$ cat src/rtl/golden_nonce_collector_if.sv
// Bus between the host/comparator side and golden_nonce_collector.
// The host and comparator side uses the master modport and the collector uses the slave modport.
interface golden_nonce_collector_if;
    logic         start;
    logic         stop;
    logic         cmp_nonce_re;
    logic         cmp_result;
    logic [255:0] cmp_hash;
    logic [63:0]  nonce_din;
    logic         nonce_din_we;
    logic         rd_re;
    logic [31:0]  rd_dout;
    logic         rd_valid;
    logic         full;
    logic [31:0]  golden_cnt;
    logic [15:0]  drop_cnt;
    logic         err;

    modport master (
        output start, stop, cmp_nonce_re, cmp_result, cmp_hash, nonce_din, nonce_din_we, rd_re,
        input  rd_dout, rd_valid, full, golden_cnt, drop_cnt, err
    );

    modport slave (
        input  start, stop, cmp_nonce_re, cmp_result, cmp_hash, nonce_din, nonce_din_we, rd_re,
        output rd_dout, rd_valid, full, golden_cnt, drop_cnt, err
    );
endinterface

$ cat src/rtl/golden_nonce_collector.sv
// Pairs comparator results with nonces and buffers golden entries for host readout as 32-bit words.
// Define GOLDEN_HASH_CAPTURE_EN to also store the 256-bit hash with each entry (10 words per entry instead of 2).
module golden_nonce_collector #(
    parameter int DEPTH   = 4,
    parameter int TIMEOUT = 8
) (
    input  logic                      clk,
    input  logic                      rst_n,
    golden_nonce_collector_if.slave   bus
);
`ifdef GOLDEN_HASH_CAPTURE_EN
    localparam int WORDS = 10;
`else
    localparam int WORDS = 2;
`endif
    localparam int AW      = $clog2(DEPTH);
    localparam int PW      = AW + 1;
    localparam int WPW     = $clog2(WORDS);
    localparam int TW      = $clog2(TIMEOUT + 1);
    localparam int ENTRY_W = WORDS * 32;

    typedef enum logic [1:0] {IDLE, WAIT_NONCE, PUSH} state_t;

    state_t              state;
    logic [TW-1:0]       tcnt;
    logic [PW-1:0]       wr_ptr, rd_ptr, wr_ptr_n, rd_ptr_n;
    logic [WPW-1:0]      wptr, wptr_n;
    logic [31:0]         rd_dout_r, rd_dout_n, golden_cnt_r;
    logic [15:0]         drop_cnt_r;
    logic                err_r;
    logic                gold_q;
    logic [63:0]         nonce_q;
    logic [ENTRY_W-1:0]  mem [DEPTH];
    logic [ENTRY_W-1:0]  entry_wdata, head;
    logic                empty, full_w, push_en, pop_word, pop_entry, gold_now, bypass;
    logic [1:0]          rst_sync;
    logic                rst_int_n;

    // Assert asynchronously, release two clocks after rst_n rises
    always_ff @(posedge clk or negedge rst_n) begin
        if (!rst_n) rst_sync <= 2'b00;
        else        rst_sync <= {rst_sync[0], 1'b1};
    end
    assign rst_int_n = rst_sync[1];

`ifdef GOLDEN_HASH_CAPTURE_EN
    logic [255:0] hash_q;
    always_ff @(posedge clk) begin
        if (state == WAIT_NONCE && tcnt == '0) hash_q <= bus.cmp_hash;
    end
    assign entry_wdata = {hash_q, nonce_q};
`else
    logic unused_hash;
    assign unused_hash = ^bus.cmp_hash;
    assign entry_wdata = nonce_q;
`endif

    assign empty     = (wr_ptr == rd_ptr);
    assign full_w    = (wr_ptr[AW] != rd_ptr[AW]) && (wr_ptr[AW-1:0] == rd_ptr[AW-1:0]);
    assign push_en   = (state == PUSH) && !bus.stop && !full_w;
    assign pop_word  = bus.rd_re && !empty;
    assign pop_entry = pop_word && (wptr == WPW'(WORDS - 1));
    assign gold_now  = (tcnt == '0) ? bus.cmp_result : gold_q;

    assign wr_ptr_n = bus.start ? '0 : wr_ptr + PW'(push_en);
    assign rd_ptr_n = bus.start ? '0 : rd_ptr + PW'(pop_entry);
    assign wptr_n   = bus.start ? '0 : (pop_entry ? '0 : (pop_word ? wptr + WPW'(1) : wptr));

    // The head after this edge may be the entry being written now, so forward it
    assign bypass = push_en && !bus.start && (rd_ptr_n == wr_ptr);

    always_comb begin
        head      = bypass ? entry_wdata : mem[rd_ptr_n[AW-1:0]];
        rd_dout_n = '0;
        if (wr_ptr_n != rd_ptr_n) rd_dout_n = head[int'(wptr_n)*32 +: 32];
    end

    always_ff @(posedge clk) begin
        if (state == WAIT_NONCE && tcnt == '0) gold_q <= bus.cmp_result;
        if (state == WAIT_NONCE && bus.nonce_din_we) nonce_q <= bus.nonce_din;
        if (push_en && !bus.start) mem[wr_ptr[AW-1:0]] <= entry_wdata;
    end

    always_ff @(posedge clk or negedge rst_int_n) begin
        if (!rst_int_n) begin
            state        <= IDLE;
            tcnt         <= '0;
            wr_ptr       <= '0;
            rd_ptr       <= '0;
            wptr         <= '0;
            rd_dout_r    <= '0;
            golden_cnt_r <= '0;
            drop_cnt_r   <= '0;
            err_r        <= 1'b0;
        end else begin
            wr_ptr    <= wr_ptr_n;
            rd_ptr    <= rd_ptr_n;
            wptr      <= wptr_n;
            rd_dout_r <= rd_dout_n;
            if (bus.start) begin
                state        <= IDLE;
                tcnt         <= '0;
                golden_cnt_r <= '0;
                drop_cnt_r   <= '0;
                err_r        <= 1'b0;
            end else if (bus.stop) begin
                state <= IDLE;
                tcnt  <= '0;
            end else begin
                case (state)
                    IDLE: begin
                        tcnt <= '0;
                        if (bus.cmp_nonce_re) state <= WAIT_NONCE;
                    end
                    WAIT_NONCE: begin
                        if (bus.nonce_din_we) begin
                            state <= gold_now ? PUSH : IDLE;
                        end else if (tcnt == TW'(TIMEOUT - 1)) begin
                            err_r <= 1'b1;
                            state <= IDLE;
                        end else begin
                            tcnt <= tcnt + TW'(1);
                        end
                    end
                    PUSH: begin
                        golden_cnt_r <= golden_cnt_r + 32'd1;
                        if (full_w && drop_cnt_r != 16'hFFFF) drop_cnt_r <= drop_cnt_r + 16'd1;
                        state <= IDLE;
                    end
                    default: state <= IDLE;
                endcase
            end
        end
    end

    assign bus.rd_dout    = rd_dout_r;
    assign bus.rd_valid   = !empty;
    assign bus.full       = full_w;
    assign bus.golden_cnt = golden_cnt_r;
    assign bus.drop_cnt   = drop_cnt_r;
    assign bus.err        = err_r;
endmodule

$ cat src/flat_wrapper.sv
// flat-port wrapper written by rule: the top's interface ports become plain ports
module golden_nonce_collector_flat 
#(
    parameter int DEPTH   = 4,
    parameter int TIMEOUT = 8
)
  (clk, rst_n, bus_start, bus_stop, bus_cmp_nonce_re, bus_cmp_result, bus_cmp_hash, bus_nonce_din, bus_nonce_din_we, bus_rd_re, bus_rd_dout, bus_rd_valid, bus_full, bus_golden_cnt, bus_drop_cnt, bus_err);
  golden_nonce_collector_if bus_i ();
  input  logic clk;
  input  logic rst_n;
  input wire logic [$bits(bus_i.start)-1:0] bus_start;
  input wire logic [$bits(bus_i.stop)-1:0] bus_stop;
  input wire logic [$bits(bus_i.cmp_nonce_re)-1:0] bus_cmp_nonce_re;
  input wire logic [$bits(bus_i.cmp_result)-1:0] bus_cmp_result;
  input wire logic [$bits(bus_i.cmp_hash)-1:0] bus_cmp_hash;
  input wire logic [$bits(bus_i.nonce_din)-1:0] bus_nonce_din;
  input wire logic [$bits(bus_i.nonce_din_we)-1:0] bus_nonce_din_we;
  input wire logic [$bits(bus_i.rd_re)-1:0] bus_rd_re;
  output wire logic [$bits(bus_i.rd_dout)-1:0] bus_rd_dout;
  output wire logic [$bits(bus_i.rd_valid)-1:0] bus_rd_valid;
  output wire logic [$bits(bus_i.full)-1:0] bus_full;
  output wire logic [$bits(bus_i.golden_cnt)-1:0] bus_golden_cnt;
  output wire logic [$bits(bus_i.drop_cnt)-1:0] bus_drop_cnt;
  output wire logic [$bits(bus_i.err)-1:0] bus_err;
  assign bus_i.start = bus_start;
  assign bus_i.stop = bus_stop;
  assign bus_i.cmp_nonce_re = bus_cmp_nonce_re;
  assign bus_i.cmp_result = bus_cmp_result;
  assign bus_i.cmp_hash = bus_cmp_hash;
  assign bus_i.nonce_din = bus_nonce_din;
  assign bus_i.nonce_din_we = bus_nonce_din_we;
  assign bus_i.rd_re = bus_rd_re;
  assign bus_rd_dout = bus_i.rd_dout;
  assign bus_rd_valid = bus_i.rd_valid;
  assign bus_full = bus_i.full;
  assign bus_golden_cnt = bus_i.golden_cnt;
  assign bus_drop_cnt = bus_i.drop_cnt;
  assign bus_err = bus_i.err;
  golden_nonce_collector #(.DEPTH(DEPTH), .TIMEOUT(TIMEOUT)) u_core (.clk(clk), .rst_n(rst_n), .bus(bus_i));
endmodule
$ cat config.mk
export PLATFORM = sky130hd
export DESIGN_NAME = golden_nonce_collector_flat
export DESIGN_NICKNAME = d
export VERILOG_FILES = /design/src/rtl/golden_nonce_collector_if.sv /design/src/rtl/golden_nonce_collector.sv /design/src/flat_wrapper.sv
export SDC_FILE = /design/constraint.sdc
export NUM_CORES = 1
export LEC_CHECK = 0
export ABC_AREA = 0
export CAP_MARGIN = 20
export CORE_MARGIN = 8
export CORE_UTILIZATION = 46
export CTS_CLUSTER_SIZE = 40
export DETAILED_ROUTE_END_ITERATION = 16
export PLACE_DENSITY = 0.82
export RECOVER_POWER = 100
export SLEW_MARGIN = 10
export SYNTH_ARGS = -nofsm -noshare
export SYNTH_HDL_FRONTEND = slang
export SYNTH_SLANG_ARGS = --single-unit
$ cat constraint.sdc
create_clock -name clk -period 5.7 [get_ports clk]
set_clock_uncertainty 0.15 [all_clocks]
set_input_delay 1.71 -clock clk [delete_from_list [all_inputs] [get_ports clk]]
set_output_delay 1.71 -clock clk [all_outputs]
set_load 0.005 [all_outputs]
=== After elaboration in Yosys (flattened, before gate mapping) ===
Memories as Yosys holds them, arrays and structs flattened.
Cells that the tools add are included.

* Mux-type cells: 34
* Shift operators: 1
* Eq/ne operators: 15
* Reductions and logical operators: 26
* Add/sub/neg operators: 6

{| class="wikitable"
|+ Operator list
! kind !! number
|-
| $mux W32 || 4
|-
| $mux W16 || 4
|-
| $mux W64 || 1
|-
| $shiftx A64 B7 Y32 || 1
|-
| $add A32 B1 Y32 const B || 1
|-
| $add A16 B1 Y16 const B || 1
|-
| $mux W4 || 4
|-
| $ne A16 B16 Y1 const B || 1
|-
| $mux W2 || 6
|-
| $ne A4 B4 Y1 const B || 3
|-
| $mux W1 || 11
|-
| $logic_and A1 B1 Y1 || 10
|-
| $pmux W4 S2 || 1
|-
| $reduce_bool A2 Y1 || 4
|-
| $add A3 B1 Y3 || 2
|-
| $eq A3 B3 Y1 || 2
|-
| $mux W3 || 2
|-
| $reduce_and A3 Y1 || 2
|-
| $ne A5 B5 Y1 const B || 1
|-
| $add A4 B1 Y4 const B || 1
|-
| $eq A4 B3 Y1 const B || 1
|-
| $logic_not A1 Y1 || 4
|-
| $logic_not A4 Y1 || 1
|-
| $ne A2 B2 Y1 const B || 2
|-
| 11 further kinds || 12
|}

* Bits in writable memories: 256
* Input port bits: 328
* Register bits: 161
* Memories: 1

{| class="wikitable"
|+ Memories
! memory !! words !! width !! rd ports !! clocked after memory_dff !! write ports !! line !! RTL
|-
| u_core.mem || 4 || 64 || 1 || 0 || 1 || golden_nonce_collector.sv:33 || <nowiki>logic [ENTRY_W-1:0] mem [DEPTH];</nowiki>
|}

=== Depth between registers and ports, before layout ===
Gate-level depths: netlist (run 1).

* Word-level depth: 11
* Mapped depth: 15
* Depth with buffers taken out: 11

=== Least setup slack after synthesis (run 1) ===
No wires, ideal clock.

* Path kind: input-to-reg
* Start: input bus_stop
* End: memory u_core.mem[0][0] in the netlist's numbering (enable)
* Arrival: 6.839 ns
* Stages: 5
* Buffers on the path: 0
* Setup time: 0.565 ns
* Setup slack: -1.854 ns
* Cells stage by stage: or3b_1 > a31o_4 > clkinv_2 > nand2_1 > nor3_1

* Longest elaborated chain between the ends: 6

{| class="wikitable"
|+ Ends and longest elaborated chain
! what !! line !! RTL
|-
| from (decl) || flat_wrapper.sv:12 || <nowiki>input wire logic [$bits(bus_i.stop)-1:0] bus_stop;</nowiki>
|-
| $logic_not A1 Y1 || golden_nonce_collector.sv:60 || <nowiki>assign push_en = (state == PUSH) && !bus.stop && !full_w;</nowiki>
|-
| $logic_and A1 B1 Y1 (2 in series) || golden_nonce_collector.sv:60 ||
|-
| $logic_and A1 B1 Y1 || golden_nonce_collector.sv:81 || <nowiki>if (push_en && !bus.start) mem[wr_ptr[AW-1:0]] <= entry_wdata;</nowiki>
|-
| $mux W1 || golden_nonce_collector.sv:81 ||
|-
| $mux W1 (not written as such) || golden_nonce_collector.sv:81 ||
|-
| to (decl) || golden_nonce_collector.sv:33 ||
|}

Every way passes these cells.

=== Worst setup path after layout (run 1) ===
* Start: input bus_stop
* End: register u_core.rd_dout_r[3] (netlist: u_core.bus.rd_dout[3])

* Longest elaborated chain between the ends: 8
* Elaborated cells on any way between the ends: 11
* Classes of those cells: 1 x add/sub; 1 x eq/ne; 1 x shift; 3 x mux; 5 x reduce/logical

{| class="wikitable"
|+ Ends and longest elaborated chain
! what !! line !! RTL
|-
| $logic_not A1 Y1 (*) || golden_nonce_collector.sv:60 ||
|-
| $logic_and A1 B1 Y1 (*) (2 in series) || golden_nonce_collector.sv:60 ||
|-
| $logic_and A1 B1 Y1 (2 in series) || golden_nonce_collector.sv:70 || <nowiki>assign bypass = push_en && !bus.start && (rd_ptr_n == wr_ptr);</nowiki>
|-
| $mux W64 || golden_nonce_collector.sv:73 || <nowiki>head = bypass ? entry_wdata : mem[rd_ptr_n[AW-1:0]];</nowiki>
|-
| $shiftx A64 B7 Y32 || golden_nonce_collector.sv:75 || <nowiki>if (wr_ptr_n != rd_ptr_n) rd_dout_n = head[int'(wptr_n)*32 +: 32];</nowiki>
|-
| $mux W32 (*) || golden_nonce_collector.sv:75 ||
|-
| net u_core.rd_dout_n[3] || golden_nonce_collector.sv:28 || <nowiki>logic [31:0] rd_dout_r, rd_dout_n, golden_cnt_r;</nowiki>
|-
| to (signal assigned) || golden_nonce_collector.sv:99 || <nowiki>rd_dout_r <= rd_dout_n;</nowiki>
|-
| to (decl) || golden_nonce_collector.sv:28 ||
|}

The timed path passes the listed nets; every way through them passes the cells marked *.
A chain may end at the register's enable or synchronous reset.

==> results.sh, run 1 <==
export IMPL_p_leak_nw=7.22
export IMPL_p_per_area_nw_per_um2=296
export IMPL_core_um2=36600
export IMPL_detail_route_antenna_nets=0
export IMPL_status="finished, violations left"
export IMPL_min_path_type="reg2reg"
export IMPL_place_area_um2=19300
export IMPL_critPathBufInv=3
export IMPL_grt_remaining_overflow=0
export IMPL_report_final_slew_viol_count=178
export IMPL_yosysTopAreaCellShare_pct=56.3
export IMPL_min_period_ns=5.17
export IMPL_fill_cells=2863
export IMPL_cp_required_ns=5.93
export IMPL_maxCapViolCount=4
export IMPL_cts_buffer_depth=3
export IMPL_io_pins=411
export IMPL_start_kind="input pin"
export IMPL_cpPeakStageDelay_ns=0.81
export IMPL_nets=1730
export IMPL_ff2ff_setup_slack_ns=1.09
export IMPL_crit_path_cell_trace="dlygate4sd3_1 > or3b_1 > a31o_2 > clkinvlp_2 > clkbuf_2 > a41o_2 > o221ai_1 > a31oi_1"
export IMPL_cts_inserted_buffers=42
export IMPL_max_freq_ghz=0.193
export IMPL_yosysUniqueCellTypes=65
export IMPL_hold_violations=0
export IMPL_wl_per_cell_um=22.4
export IMPL_drt_pass1_iterations=5
export IMPL_end_kind="flip-flop"
export IMPL_finalWirelength_um=42400
export IMPL_ys_warnings_count=0
export IMPL_dp_hpwl_um=24800
export IMPL_tritoncts="built"
export IMPL_vias=11300
export IMPL_synthCells=1237
export IMPL_io_buffer_count=154
export IMPL_final_core_util_pct=55.6
export IMPL_finalSetupViolCount=0
export IMPL_worstPathArrival_ns=5.40
export IMPL_cts_sinks=417
export IMPL_synthesis_nets=1574
export IMPL_syn_to_final_growth_pct=19.0
export IMPL_ir_drop_mv=0.247
export IMPL_hold_ws_ns=0.204
export IMPL_max_slew_margin_rel_pct=-125
export IMPL_yosysTopAreaCell="edfxtp_1"
export IMPL_cp_top_family="compound AO/OA/AOI/OAI gates"
export IMPL_htreeDepth=2
export IMPL_grt_max_degree=65
export IMPL_start_util_pct=46.7
export IMPL_clkLatencyLatePin_ns=0.55
export IMPL_synth_area_leaders="edfxtp_1, dfrtp_1, nand2_1"
export IMPL_synthArstFlopShare_pct=23.0
export IMPL_layout_drive_gt1_share_pct=9.05
export IMPL_remaining_drc_errors=0
export IMPL_grt_usage_pct=19.0
export IMPL_rsz0062_at_grt="no"
export IMPL_post_route_period_util_pct=90.7
export IMPL_die_area_um2=43600
export IMPL_critPathSlowestCell="a41o_2"
export IMPL_worst_path_max_fanout=33
export IMPL_post_cts_setup_buffer_count=0
export IMPL_finalWeightedCongestion=0.856
export IMPL_fp_dieH_um=209
export IMPL_fp_dieW_um=209
export IMPL_root_buffer="clkbuf_16"
export IMPL_fin_setup_tns_ns=0
export IMPL_ys_seq_elements=417
export IMPL_drt_vias_per_instance=5.95
export IMPL_antenna_found_initial=3
export IMPL_tightest_slew_ns=3.37
export IMPL_syn_cell_area_um2=17100
export IMPL_synth_area_per_cell_um2=13.8
export IMPL_hold_buffers=0
export IMPL_path_class="in2reg"
export IMPL_yosysSeqAreaShare_pct=70.4
export IMPL_fin_area_um2=20400
export IMPL_failed_checks="capacitance limit, slew limit"
export IMPL_synth_edf_count=321
export IMPL_ys_flop_type="edfxtp_1"
export IMPL_clk_pin_slew_ns=0.06
export IMPL_rows=70
export IMPL_grt_pass1_wl_um=65600
export IMPL_ctsResizeCount=0
export IMPL_first_global_vias=11400
export IMPL_drtIter0Drc=1198
==> cell families after synthesis <==
logic type	share of synthesized area, %
other cells	0.0219
xor+xnor	2.49
mux	2.55
fa+ha+maj	0.658
compound gates	10.4
buf+inv	2.45
simple gates	11.1
flops	70.4
==> metrics by stage <==
step / total power [mW] / worst slack [ns] / instances
after floorplan: 3.38 / 0.117 / 1237
after global placement: 3.45 / 0.444 / 1817
after detailed placement: 3.45 / 0.433 / 1817
after CTS: 6.09 / 0.916 / 1893
after global routing: 6.22 / 0.420 / 1893
final: 6.03 / 0.528 / 1894
==> cells in the final DEF (no fill, tap or decap), types with 4 or more instances in the layout <==
| cell type | instances |
|---|---|
| dfrtp_1 | 96 |
| nand2_1 | 149 |
| clkbuf_1 | 15 |
| and4_1 | 7 |
| nor2_1 | 81 |
| mux2_1 | 4 |
| a21oi_1 | 40 |
| o22ai_1 | 31 |
| o21ai_0 | 9 |
| o221ai_1 | 20 |
| dlygate4sd3_1 | 151 |
| or3_1 | 6 |
| a211oi_1 | 35 |
| clkinvlp_4 | 5 |
| ha_1 | 8 |
| xnor2_1 | 33 |
| xor2_1 | 13 |
| nor4_1 | 10 |
| buf_4 | 24 |
| clkbuf_16 | 42 |
| clkinv_2 | 6 |
| o221ai_2 | 13 |
| nor2b_1 | 38 |
| clkbuf_4 | 4 |
| and3_1 | 6 |
| inv_1 | 10 |
| nand4_1 | 13 |
| nand3_1 | 55 |
| inv_6 | 4 |
| nor3_1 | 11 |
| a31oi_1 | 63 |
| edfxtp_1 | 321 |
| mux2i_1 | 38 |
==> synthesized netlist by cell type, drive strengths merged, types with 2 or more instances <==
cell type	count
a31oi	64
a211oi	35
or4b	2
and3	7
nand4	13
dfrtp	96
nor3	13
or2	2
clkbuf	45
o211ai	2
o22ai	31
mux2	5
and4	7
nand2	149
ha	9
nor2b	38
buf	34
nor2	83
o221ai	33
nor4	10
edfxtp	321
nor4b	3
nor3b	2
o21ai	10
xnor2	34
xor2	13
nand2b	2
inv	11
a32o	2
nand3	55
mux2i	38
a31o	2
o2111ai	3
or3	6
a21oi	40
and2	4
==> where the power goes <==
part           switching [mW]  total [mW]  internal (mW)
Combinational          0.0423      0.0813         0.0390
Clock                    1.18        2.66           1.48
Sequential             0.0210        3.29           3.27
==> final cells by class <==
| type | count | area [um2] | area share (%) |
|---|---|---|---|
| Multi-Input combinational cell | 729 | 4560 | 22.4 |
| Inverter | 12 | 46.3 | 0.227 |
| Timing Repair Buffer | 191 | 1800 | 8.83 |
| Antenna cell | 1 | 2.50 | 0.0123 |
| Tap cell | 468 | 586 | 2.87 |
| Sequential cell | 417 | 12000 | 59.1 |
| Clock buffer | 51 | 1080 | 5.33 |
| Clock inverter | 25 | 250 | 1.23 |
==> state kept, by name, indices dropped and copies added, names as in the netlist <==
name                   cells
u_core.wr_ptr              3
u_core.bus.drop_cnt       16
u_core.bus.err             1
u_core.entry_wdata        64
u_core.bus.rd_dout        32
u_core.bus.golden_cnt     32
u_core.tcnt                4
u_core.state               2
u_core.rd_ptr              3
u_core.wptr                1
u_core.mem               256
u_core.gold_q              1
u_core.rst_sync            2
==> routing by layer <==
metal  global-route usage, %  wire length, um
met4                    4.84              824
met3                    4.22             4100
met1                    26.6            18100
met5                       0               23
met2                    29.7            19300
==> path summary, 6_finish.rpt <==
check                      cells past startpoint                from                   endpoint
hold reg to reg                                0  u_core.rst_sync[0]         u_core.rst_sync[1]
min in group asynchronous                      0  u_core.rst_sync[1]           u_core.wr_ptr[1]
max in group asynchronous                      1  u_core.rst_sync[1]  u_core.bus.golden_cnt[19]
setup reg to reg                              12    u_core.wr_ptr[1]      u_core.bus.rd_dout[6]
setup / recovery                               8            bus_stop      u_core.bus.rd_dout[3]
hold / removal                                 0  u_core.rst_sync[0]         u_core.rst_sync[1]
==> worst reg2reg max path, cell delays in order, from the launching register on <==
cell       delay, ns
dfrtp_1         0.56
xnor2_1         0.46
nand3_1         0.16
and2_0          0.21
ha_1            0.22
ha_4            0.16
ha_1            0.45
xnor2_1         0.15
a32o_1          0.33
o2111ai_2       0.84
clkbuf_1        0.43
o221ai_2        0.15
a31oi_1         0.23
(Power assumes the default switching activity.)
==> run 2: changes to the inputs <==
- CORE_MARGIN: 8 -> 3
==> results.sh, run 2 (synthesis results as in run 1) <==
export IMPL_grt_usage_pct=20.8
export IMPL_grt_util_met3_pct=3.52
export IMPL_crit_path_end="u_core.mem[3][28]"
export IMPL_layout_commonest_cell="edfxtp_1"
export IMPL_root_buffer="clkbuf_16"
export IMPL_io_pins=411
export IMPL_r2r_cells=12
export IMPL_report_final_slew_viol_count=227
export IMPL_grt_pass1_wl_um=64100
export IMPL_cts_inserted_buffers=42
export IMPL_crit_path_cell_trace="dlygate4sd3_1 > or3b_1 > a31o_2 > buf_4 > nor2_1 > and3_2 > buf_2"
export IMPL_fin_area_um2=20500
export IMPL_post_cts_setup_buffer_count=0
export IMPL_first_global_vias=11400
export IMPL_max_freq_ghz=0.193
export IMPL_tightest_slew_ns=3.45
export IMPL_worstHoldStart="u_core.rst_sync[0]"
export IMPL_remaining_drc_errors=0
export IMPL_fin_setup_tns_ns=0
export IMPL_grt_remaining_overflow=0
export IMPL_drt_vias_per_instance=6.03
export IMPL_nets=1721
export IMPL_met1_usage_pct=30.5
export IMPL_cts_sinks=417
export IMPL_r2r_start="u_core.wr_ptr[1]"
export IMPL_fp_dieW_um=199
export IMPL_htreeDepth=2
export IMPL_finalSetupViolCount=0
export IMPL_critPathBufInv=3
export IMPL_die_area_um2=39600
export IMPL_final_core_util_pct=56.0
export IMPL_fp_dieH_um=199
export IMPL_cp_top_family="buffers and inverters"
export IMPL_rsz0062_at_grt="no"
export IMPL_antenna_found_initial=0
export IMPL_failed_checks="capacitance limit, slew limit"
export IMPL_tritoncts="built"
export IMPL_max_slew_margin_rel_pct=-130
export IMPL_drtIter0Drc=1017
export IMPL_grt_max_degree=65
export IMPL_ir_drop_mv=0.287
export IMPL_clk_pin_slew_ns=0.06
export IMPL_cts_buffer_depth=3
export IMPL_rows=70
export IMPL_worstPathArrival_ns=5.15
export IMPL_ff2ff_setup_slack_ns=1.11
export IMPL_crit_start="bus_stop"
export IMPL_top_usage_layer="met2"
export IMPL_status="finished, violations left"
export IMPL_start_util_pct=46.7
export IMPL_min_period_ns=5.18
export IMPL_io_buffer_count=154
export IMPL_end_kind="flip-flop"
export IMPL_wl_per_cell_um=22.1
export IMPL_worst_path_max_fanout=64
export IMPL_cp_depth=7
export IMPL_drt_pass1_iterations=6
export IMPL_critPathSlowestCell="buf_2"
export IMPL_maxCapViolCount=4
export IMPL_hold_buffers=0
export IMPL_ctsResizeCount=0
export IMPL_path_class="in2reg"
export IMPL_gr_usage_met2_pct=32.3
export IMPL_cpPeakStageDelay_ns=1.35
export IMPL_start_kind="input pin"
export IMPL_layout_drive_gt1_share_pct=9.24
export IMPL_final_cell_mix="edfxtp_1, dlygate4sd3_1, nand2_1"
export IMPL_syn_to_final_growth_pct=19.8
export IMPL_min_path_type="reg2reg"
export IMPL_largest_reg_flops=256
export IMPL_cp_required_ns=5.67
export IMPL_detail_route_antenna_nets=0
export IMPL_hold_violations=0
export IMPL_clkLatencyLatePin_ns=0.57
export IMPL_p_leak_nw=7.23
export IMPL_place_area_um2=19300
export IMPL_post_route_period_util_pct=90.9
export IMPL_finalWirelength_um=41800
export IMPL_power_mw=6.10
export IMPL_p_per_area_nw_per_um2=297
export IMPL_vias=11400
export IMPL_r2r_end="u_core.bus.rd_dout[3]"
export IMPL_core_um2=36600
export IMPL_finalWeightedCongestion=0.839
export IMPL_dp_hpwl_um=24000
## run 2: cell count changes in the layout (fill, tap and decap cells not counted), moves of 2 or more
cell / before / now
buf_4: 24 / 11
o221ai_1: 20 / 9
o221ai_2: 13 / 24
clkinv_1: 3 / 10
buf_12: 1 / 7
clkbuf_1: 15 / 10
clkinv_2: 6 / 11
inv_6: 4 / 0
clkbuf_4: 4 / 1
clkinv_4: 3 / 0
diode_2: 1 / 4
clkbuf_8: 0 / 2
clkinvlp_4: 5 / 3
## run 2: per-stage QoR
| stage | hold slack, ns | setup WS, ns | instances |
|---|---|---|---|
| 5_1_grt | 0.219 | 0.387 | 1886 |
| 4_1_cts | 0.217 | 0.920 | 1886 |
| 3_3_place_gp | 0.192 | 0.369 | 1808 |
| 3_5_place_dp | 0.192 | 0.360 | 1808 |
| 6_report | 0.212 | 0.516 | 1890 |
| 2_1_floorplan | 0.181 | 0.117 | 1237 |
## run 2: how the worst min path moves through the flow
stage	endpoint	slack, ns	depth (start not counted)
2_1_floorplan	u_core.rst_sync[1]	0.18	0
3_3_place_gp	u_core.rst_sync[1]	0.19	0
3_5_place_dp	u_core.rst_sync[1]	0.19	0
4_1_cts	u_core.bus.drop_cnt[15]	0.22	0
5_1_grt	u_core.rst_sync[1]	0.22	0
6_report	u_core.rst_sync[1]	0.21	0
## run 2: metal layers
metal  wire length, um  vias up  share of wire, %
met4               973        0               2.3
met2             18900      638                45
li1                  -     4978                 -
met1             17800     5694                43
met5                 0        -                 0
met3              4110       81               9.8
## run 2: layout make-up
cell class | instances | area, um2
Fill cell | 2814 | 16100
Sequential cell | 417 | 12000
Tap cell | 468 | 586
Inverter | 12 | 46.3
Antenna cell | 4 | 10.0
Clock buffer | 49 | 1120
Clock inverter | 29 | 255
Multi-Input combinational cell | 729 | 4650
Timing Repair Buffer | 182 | 1800
## run 2: where the power goes
group	switching [mW]	leakage (nW)	internal [mW]
Clock	1.17	0.672	1.55
Combinational	0.0428	2.33	0.0390
Sequential	0.0218	4.23	3.27
Total	1.23	7.23	4.87
